==> src/rtl/cifra_sbox_rodadas.sv <==
// ---------------------------------------------------------------------------
// cifra_sbox_rodadas
//   Multi-round nibble substitution cipher core. It encrypts or decrypts a
//   4*NIBBLES-bit word with ROUNDS rounds of key-XOR / S-box / 4-bit rotate
//   and computes one round per clock. A valid/ready handshake is used on the
//   request side and on the result side.
//
//   Encrypt round : x <= rotl4(S(x ^ chave))
//   Decrypt round : x <= Si(rotr4(x)) ^ chave
//
// Ports
//   clk            in   1  clock, rising edge
//   reset_n        in   1  asynchronous reset, active-low
//   entrada_valid  in   1  request valid
//   entrada_ready  out  1  core is IDLE and can accept a request
//   entrada        in   W  plaintext (modo=0) or ciphertext (modo=1)
//   chave          in   W  round key, the same key in every round
//   modo           in   1  0 = encrypt, 1 = decrypt
//   saida          out  W  result word, held until the next completion
//   saida_valid    out  1  result available
//   saida_ready    in   1  consumer accepts the result
//
// States
//   state | meaning
//   IDLE  | waiting for a request, entrada_ready=1
//   BUSY  | running rounds, one per clock
//   DONE  | result on saida, saida_valid=1 until saida_ready
// ---------------------------------------------------------------------------
module cifra_sbox_rodadas #(
    parameter int NIBBLES = 4,
    parameter int ROUNDS  = 2
) (
    input  logic                   clk,
    input  logic                   reset_n,
    input  logic                   entrada_valid,
    output logic                   entrada_ready,
    input  logic [4*NIBBLES-1:0]   entrada,
    input  logic [4*NIBBLES-1:0]   chave,
    input  logic                   modo,
    output logic [4*NIBBLES-1:0]   saida,
    output logic                   saida_valid,
    input  logic                   saida_ready
);

    localparam int W  = 4 * NIBBLES;
    localparam int CW = $clog2(ROUNDS + 1);
    localparam logic [CW-1:0] LAST_ROUND = CW'(ROUNDS - 1);

    typedef enum logic [1:0] {
        IDLE = 2'd0,
        BUSY = 2'd1,
        DONE = 2'd2
    } state_t;

    state_t         r_state;
    state_t         w_state_next;
    logic [W-1:0]   r_x;
    logic [W-1:0]   r_chave;
    logic [W-1:0]   r_saida;
    logic           r_modo;
    logic [CW-1:0]  r_count;
    logic [W-1:0]   w_round;
    logic           w_accept;
    logic           w_last;

    function automatic logic [3:0] sbox(input logic [3:0] x);
        logic [3:0] y;
        case (x)
            4'h0: y = 4'h7;  4'h1: y = 4'hC;  4'h2: y = 4'h5;  4'h3: y = 4'h2;
            4'h4: y = 4'hB;  4'h5: y = 4'h1;  4'h6: y = 4'h9;  4'h7: y = 4'hF;
            4'h8: y = 4'hD;  4'h9: y = 4'h8;  4'hA: y = 4'h0;  4'hB: y = 4'hE;
            4'hC: y = 4'h3;  4'hD: y = 4'hA;  4'hE: y = 4'h6;  default: y = 4'h4;
        endcase
        return y;
    endfunction

    function automatic logic [3:0] sbox_inv(input logic [3:0] x);
        logic [3:0] y;
        case (x)
            4'h0: y = 4'hA;  4'h1: y = 4'h5;  4'h2: y = 4'h3;  4'h3: y = 4'hC;
            4'h4: y = 4'hF;  4'h5: y = 4'h2;  4'h6: y = 4'hE;  4'h7: y = 4'h0;
            4'h8: y = 4'h9;  4'h9: y = 4'h6;  4'hA: y = 4'hD;  4'hB: y = 4'h4;
            4'hC: y = 4'h1;  4'hD: y = 4'h8;  4'hE: y = 4'hB;  default: y = 4'h7;
        endcase
        return y;
    endfunction

    function automatic logic [W-1:0] sub_word(input logic [W-1:0] x, input logic inv);
        logic [W-1:0] y;
        y = '0;
        for (int i = 0; i < NIBBLES; i++) begin
            y[4*i +: 4] = inv ? sbox_inv(x[4*i +: 4]) : sbox(x[4*i +: 4]);
        end
        return y;
    endfunction

    // Shift-based rotates degenerate to the identity when W == 4.
    function automatic logic [W-1:0] rotl4(input logic [W-1:0] x);
        return (x << 4) | (x >> (W - 4));
    endfunction

    function automatic logic [W-1:0] rotr4(input logic [W-1:0] x);
        return (x >> 4) | (x << (W - 4));
    endfunction

    assign w_round  = r_modo ? (sub_word(rotr4(r_x), 1'b1) ^ r_chave)
                             : rotl4(sub_word(r_x ^ r_chave, 1'b0));
    assign w_accept = (r_state == IDLE) && entrada_valid;
    assign w_last   = (r_state == BUSY) && (r_count == LAST_ROUND);
    assign saida    = r_saida;

    always_ff @(posedge clk or negedge reset_n) begin
        if (!reset_n) begin
            r_state <= IDLE;
        end else begin
            r_state <= w_state_next;
        end
    end

    always_comb begin
        w_state_next  = r_state;
        entrada_ready = 1'b0;
        saida_valid   = 1'b0;
        case (r_state)
            IDLE: begin
                entrada_ready = 1'b1;
                if (entrada_valid) begin
                    w_state_next = BUSY;
                end
            end
            BUSY: begin
                if (w_last) begin
                    w_state_next = DONE;
                end
            end
            DONE: begin
                saida_valid = 1'b1;
                if (saida_ready) begin
                    w_state_next = IDLE;
                end
            end
            default: begin
                w_state_next = IDLE;
            end
        endcase
    end

    always_ff @(posedge clk or negedge reset_n) begin
        if (!reset_n) begin
            r_x     <= '0;
            r_chave <= '0;
            r_modo  <= 1'b0;
            r_count <= '0;
            r_saida <= '0;
        end else if (w_accept) begin
            r_x     <= entrada;
            r_chave <= chave;
            r_modo  <= modo;
            r_count <= '0;
        end else if (r_state == BUSY) begin
            r_x     <= w_round;
            r_count <= r_count + CW'(1);
            if (w_last) begin
                r_saida <= w_round;
            end
        end
    end

endmodule
==> config.mk <==
export PLATFORM = sky130hd
export DESIGN_NAME = cifra_sbox_rodadas
export DESIGN_NICKNAME = d
export VERILOG_FILES = /design/src/rtl/cifra_sbox_rodadas.sv
export SDC_FILE = /design/constraint.sdc
export NUM_CORES = 1
export LEC_CHECK = 0
export ABC_AREA = 0
export ABC_CLOCK_PERIOD_IN_PS = 4370
export CORE_MARGIN = 10
export CORE_UTILIZATION = 35
export CTS_CLUSTER_DIAMETER = 120
export DETAILED_ROUTE_END_ITERATION = 10
export PLACE_DENSITY = 0.58
export SLEW_MARGIN = 20
export SYNTH_ARGS = -nofsm -noshare
export SYNTH_HDL_FRONTEND = slang
export SYNTH_SLANG_ARGS = --single-unit
export TNS_END_PERCENT = 30
==> constraint.sdc <==
create_clock -name clk -period 4.37 [get_ports clk]
set_input_delay 0.6555 -clock clk [delete_from_list [all_inputs] [get_ports clk]]
set_output_delay 0.6555 -clock clk [all_outputs]
set_load 0.005 [all_outputs]
==> impl_metrics.env <==
export IMPL_status="finished clean"
export IMPL_cts_hold_buf=0
export IMPL_ys_seq_area_frac=0.320
export IMPL_totalWireLength_um=11500
export IMPL_wl_per_cell_um=17.6
export IMPL_finalSetupTns_ps=0
export IMPL_syn_nets=547
export IMPL_drtPass1Iterations=4
export IMPL_synth_edff_count=0
export IMPL_fill_cells=1148
export IMPL_start_util=0.360
export IMPL_htree_levels=2
export IMPL_r2r_end="saida[14]"
export IMPL_r2r_start="r_x[9]"
export IMPL_first_iter_violations=273
export IMPL_cts_inserted_buffers=5
export IMPL_pwr_share_comb=0.653
export IMPL_clkPwrFrac=0.101
export IMPL_worstSetupPathType="flip-flop to flip-flop"
export IMPL_via_per_inst=5.35
export IMPL_ios=55
export IMPL_multi_input_area_sq_um=2580
export IMPL_synthAdderAreaFrac=0.124
export IMPL_setup_violations=0
export IMPL_coreArea_sq_um=11500
export IMPL_fin_skew_ps=8.53
export IMPL_synth_seq_cells=53
export IMPL_antennaDiodeCount=0
export IMPL_worst_ep_arrival_time_ps=2700
export IMPL_ys_flop_type="dfrtp_1"
export IMPL_slew_headroom=0.372
export IMPL_netlist_top_cells_area="dfrtp_1 32%, ha_1 12%, nand2_1 6.2%"
export IMPL_tightest_slew_ps=939
export IMPL_via_count=3497
export IMPL_yosysWarnings=0
export IMPL_layout_common_cells="69 x nand2_1, 53 x clkdlybuf4s50_1, 53 x dfrtp_1"
export IMPL_cts_setup_buffers=0
export IMPL_fin_crit_ps=2520
export IMPL_async_flop_share=1.00
export IMPL_reg2reg_depth=7
export IMPL_cts_tree="done"
export IMPL_die_height_um=129
export IMPL_dieWidth_um=129
export IMPL_synth_xor_area_frac=0.0866
export IMPL_maxCapViolCount=0
export IMPL_place_congestion=0.805
export IMPL_drtAntennaViolNets=0
export IMPL_rsz0062_at_grt="no"
export IMPL_clockBufferDepth=2
export IMPL_drive_gt1_frac=0.0724
export IMPL_seqCellArea_sq_um=1330
export IMPL_reg2reg_slack_ps=1850
export IMPL_gr_total_overflow=0
export IMPL_seq_power_share=0.246
export IMPL_synth_compound_area_share=0.188
export IMPL_antenna_found_initial=0
export IMPL_clkTransAtPathRegs_ps=70
export IMPL_leakage_uw=0.00217
export IMPL_finalPower_uw=4670
export IMPL_muxShareOfSynthArea=0.0426
export IMPL_dp_hpwl_um=8630
export IMPL_path_max_fanout=6
export IMPL_power_internal_uw=2370
export IMPL_syn_to_final_growth_pct=18.9
export IMPL_yosysTopAreaCell="dfrtp_1"
export IMPL_row_count=39
export IMPL_grt_max_degree=39
export IMPL_nets=588
export IMPL_io_buffers=54
export IMPL_ir_drop_v=0.000305
export IMPL_synth_cells=469
export IMPL_grt_pass1_wl_um=18500
export IMPL_synth_top_area_share=0.320
export IMPL_power_switching_uw=2300
export IMPL_dieArea_sq_um=16600
export IMPL_post_cts_resized=0
export IMPL_synth_area_sq_um=4150
export IMPL_drc_errors=0
export IMPL_utilization=0.428
export IMPL_cp_end_kind="flip-flop"
export IMPL_synth_top_family_by_area="compound AO/OA/AOI/OAI gates"
export IMPL_cts_sinks=53
export IMPL_cts_root_buf="clkbuf_16"
export IMPL_slew_viol_final=0
export IMPL_syn_area_per_cell_sq_um=8.84
export IMPL_clock_latency_ps=290
export IMPL_crit_required_ps=4550
export IMPL_grt_pass1_vias=3541
export IMPL_final_common_cell="nand2_1"
export IMPL_p_sw_frac=0.493
export IMPL_hold_viol=0
export IMPL_grt_total_usage=0.139
export IMPL_postLayoutSetupSlackWorst_ps=1850
export IMPL_period_share=0.576
export IMPL_synth_cell_types=58
export IMPL_min_path_type="input port to asynchronous set/reset pin"
export IMPL_synthSimpleGateAreaFrac=0.180
export IMPL_p_per_area_nw_per_um2=947
export IMPL_max_freq_mhz=397
export IMPL_preCtsSetupSlack_ps=1770
export IMPL_cp_start_kind="flip-flop"
## area by class of cell
class                   count  area share
multi-input cells         364       0.523
flip-flops and latches     53       0.269
repair buffers             58       0.115
well taps                 143      0.0363
clock buffers               7      0.0289
inverters                  28      0.0213
clock inverters             1     0.00609
## worst max path at each step
stage / cells after the start / startpoint / end / slack [ps]
after global placement: 8 / entrada_valid / r_x[12] / 1840
after detailed placement: 8 / entrada_valid / r_x[3] / 1770
after floorplan: 7 / r_x[8] / saida[14] / 2260
final: 7 / r_x[9] / saida[14] / 1850
after global routing: 7 / r_x[9] / saida[14] / 1690
after CTS: 7 / r_x[9] / saida[14] / 1860
## metal layers
| layer | vias up | GRT usage | routed length [um] |
|---|---|---|---|
| met4 | 0 | 0.0294 | 115 |
| met1 | 1690 | 0.182 | 5240 |
| li1 | 1714 | - | - |
| met5 | - | 0 | 0 |
| met3 | 10 | 0.0312 | 688 |
| met2 | 83 | 0.228 | 5490 |
## power groups by stage
stage | clock [uW] | combinational (uW) | sequential, uW
final | 471 | 3050 | 1150
after global routing | 496 | 3420 | 1200
after CTS | 477 | 3050 | 1150
after detailed placement | 0 | 3040 | 1160
after global placement | 0 | 2950 | 1150
after floorplan | 0 | 2370 | 967
## worst max-delay path, cell delays in order, from the launching register on
cell and delay, ps:
dfrtp_1 490, xor2_1 440, inv_1 160, ha_1 310, mux4_2 470, nor2_1 140
a31oi_1 110, mux2_4 300
## sequential cells by signal (all words and copies together), names as in the netlist
register  cells
r_modo        1
r_chave      16
r_x          16
saida        16
r_count       2
r_state       2
## synth_stat cells (3+ instances only)
master	n
a211oi_1	5
a21oi_1	17
a22o_1	3
a22oi_1	14
a31oi_1	6
a32oi_1	4
and2_1	3
and3_1	3
buf_2	4
buf_4	5
clkbuf_1	12
dfrtp_1	53
ha_1	41
inv_1	28
mux2i_1	6
mux4_2	4
nand2_1	69
nand2b_1	14
nand3_1	8
nor2_1	30
nor2b_1	8
nor3_1	11
nor3b_1	3
o211ai_1	3
o21ai_0	34
o21ai_1	4
o221ai_1	3
o31ai_1	10
o32ai_1	3
xnor2_1	16
xnor2_2	4
xor2_1	7
xor2_2	4
## cells by family (layout without fill, tap and decap cells)
family                   Yosys count  after routing
AO/OA/AOI/OAI                    119            119
buffers and inverters             52             94
multiplexers                      12             12
XOR/XNOR                          32             32
AND/OR/NAND/NOR                  160            160
adder cells (fa/ha/maj)           41             41
flip-flops                        53             53
## stage by stage
stage	instance area, sq um	hold WS [ps]	cells
after floorplan	4150	360	469
final	4930	282	654
after global routing	4930	307	654
after detailed placement	4760	477	646
after CTS	4930	290	654
after global placement	4760	470	646
(Power assumes the default switching activity.)
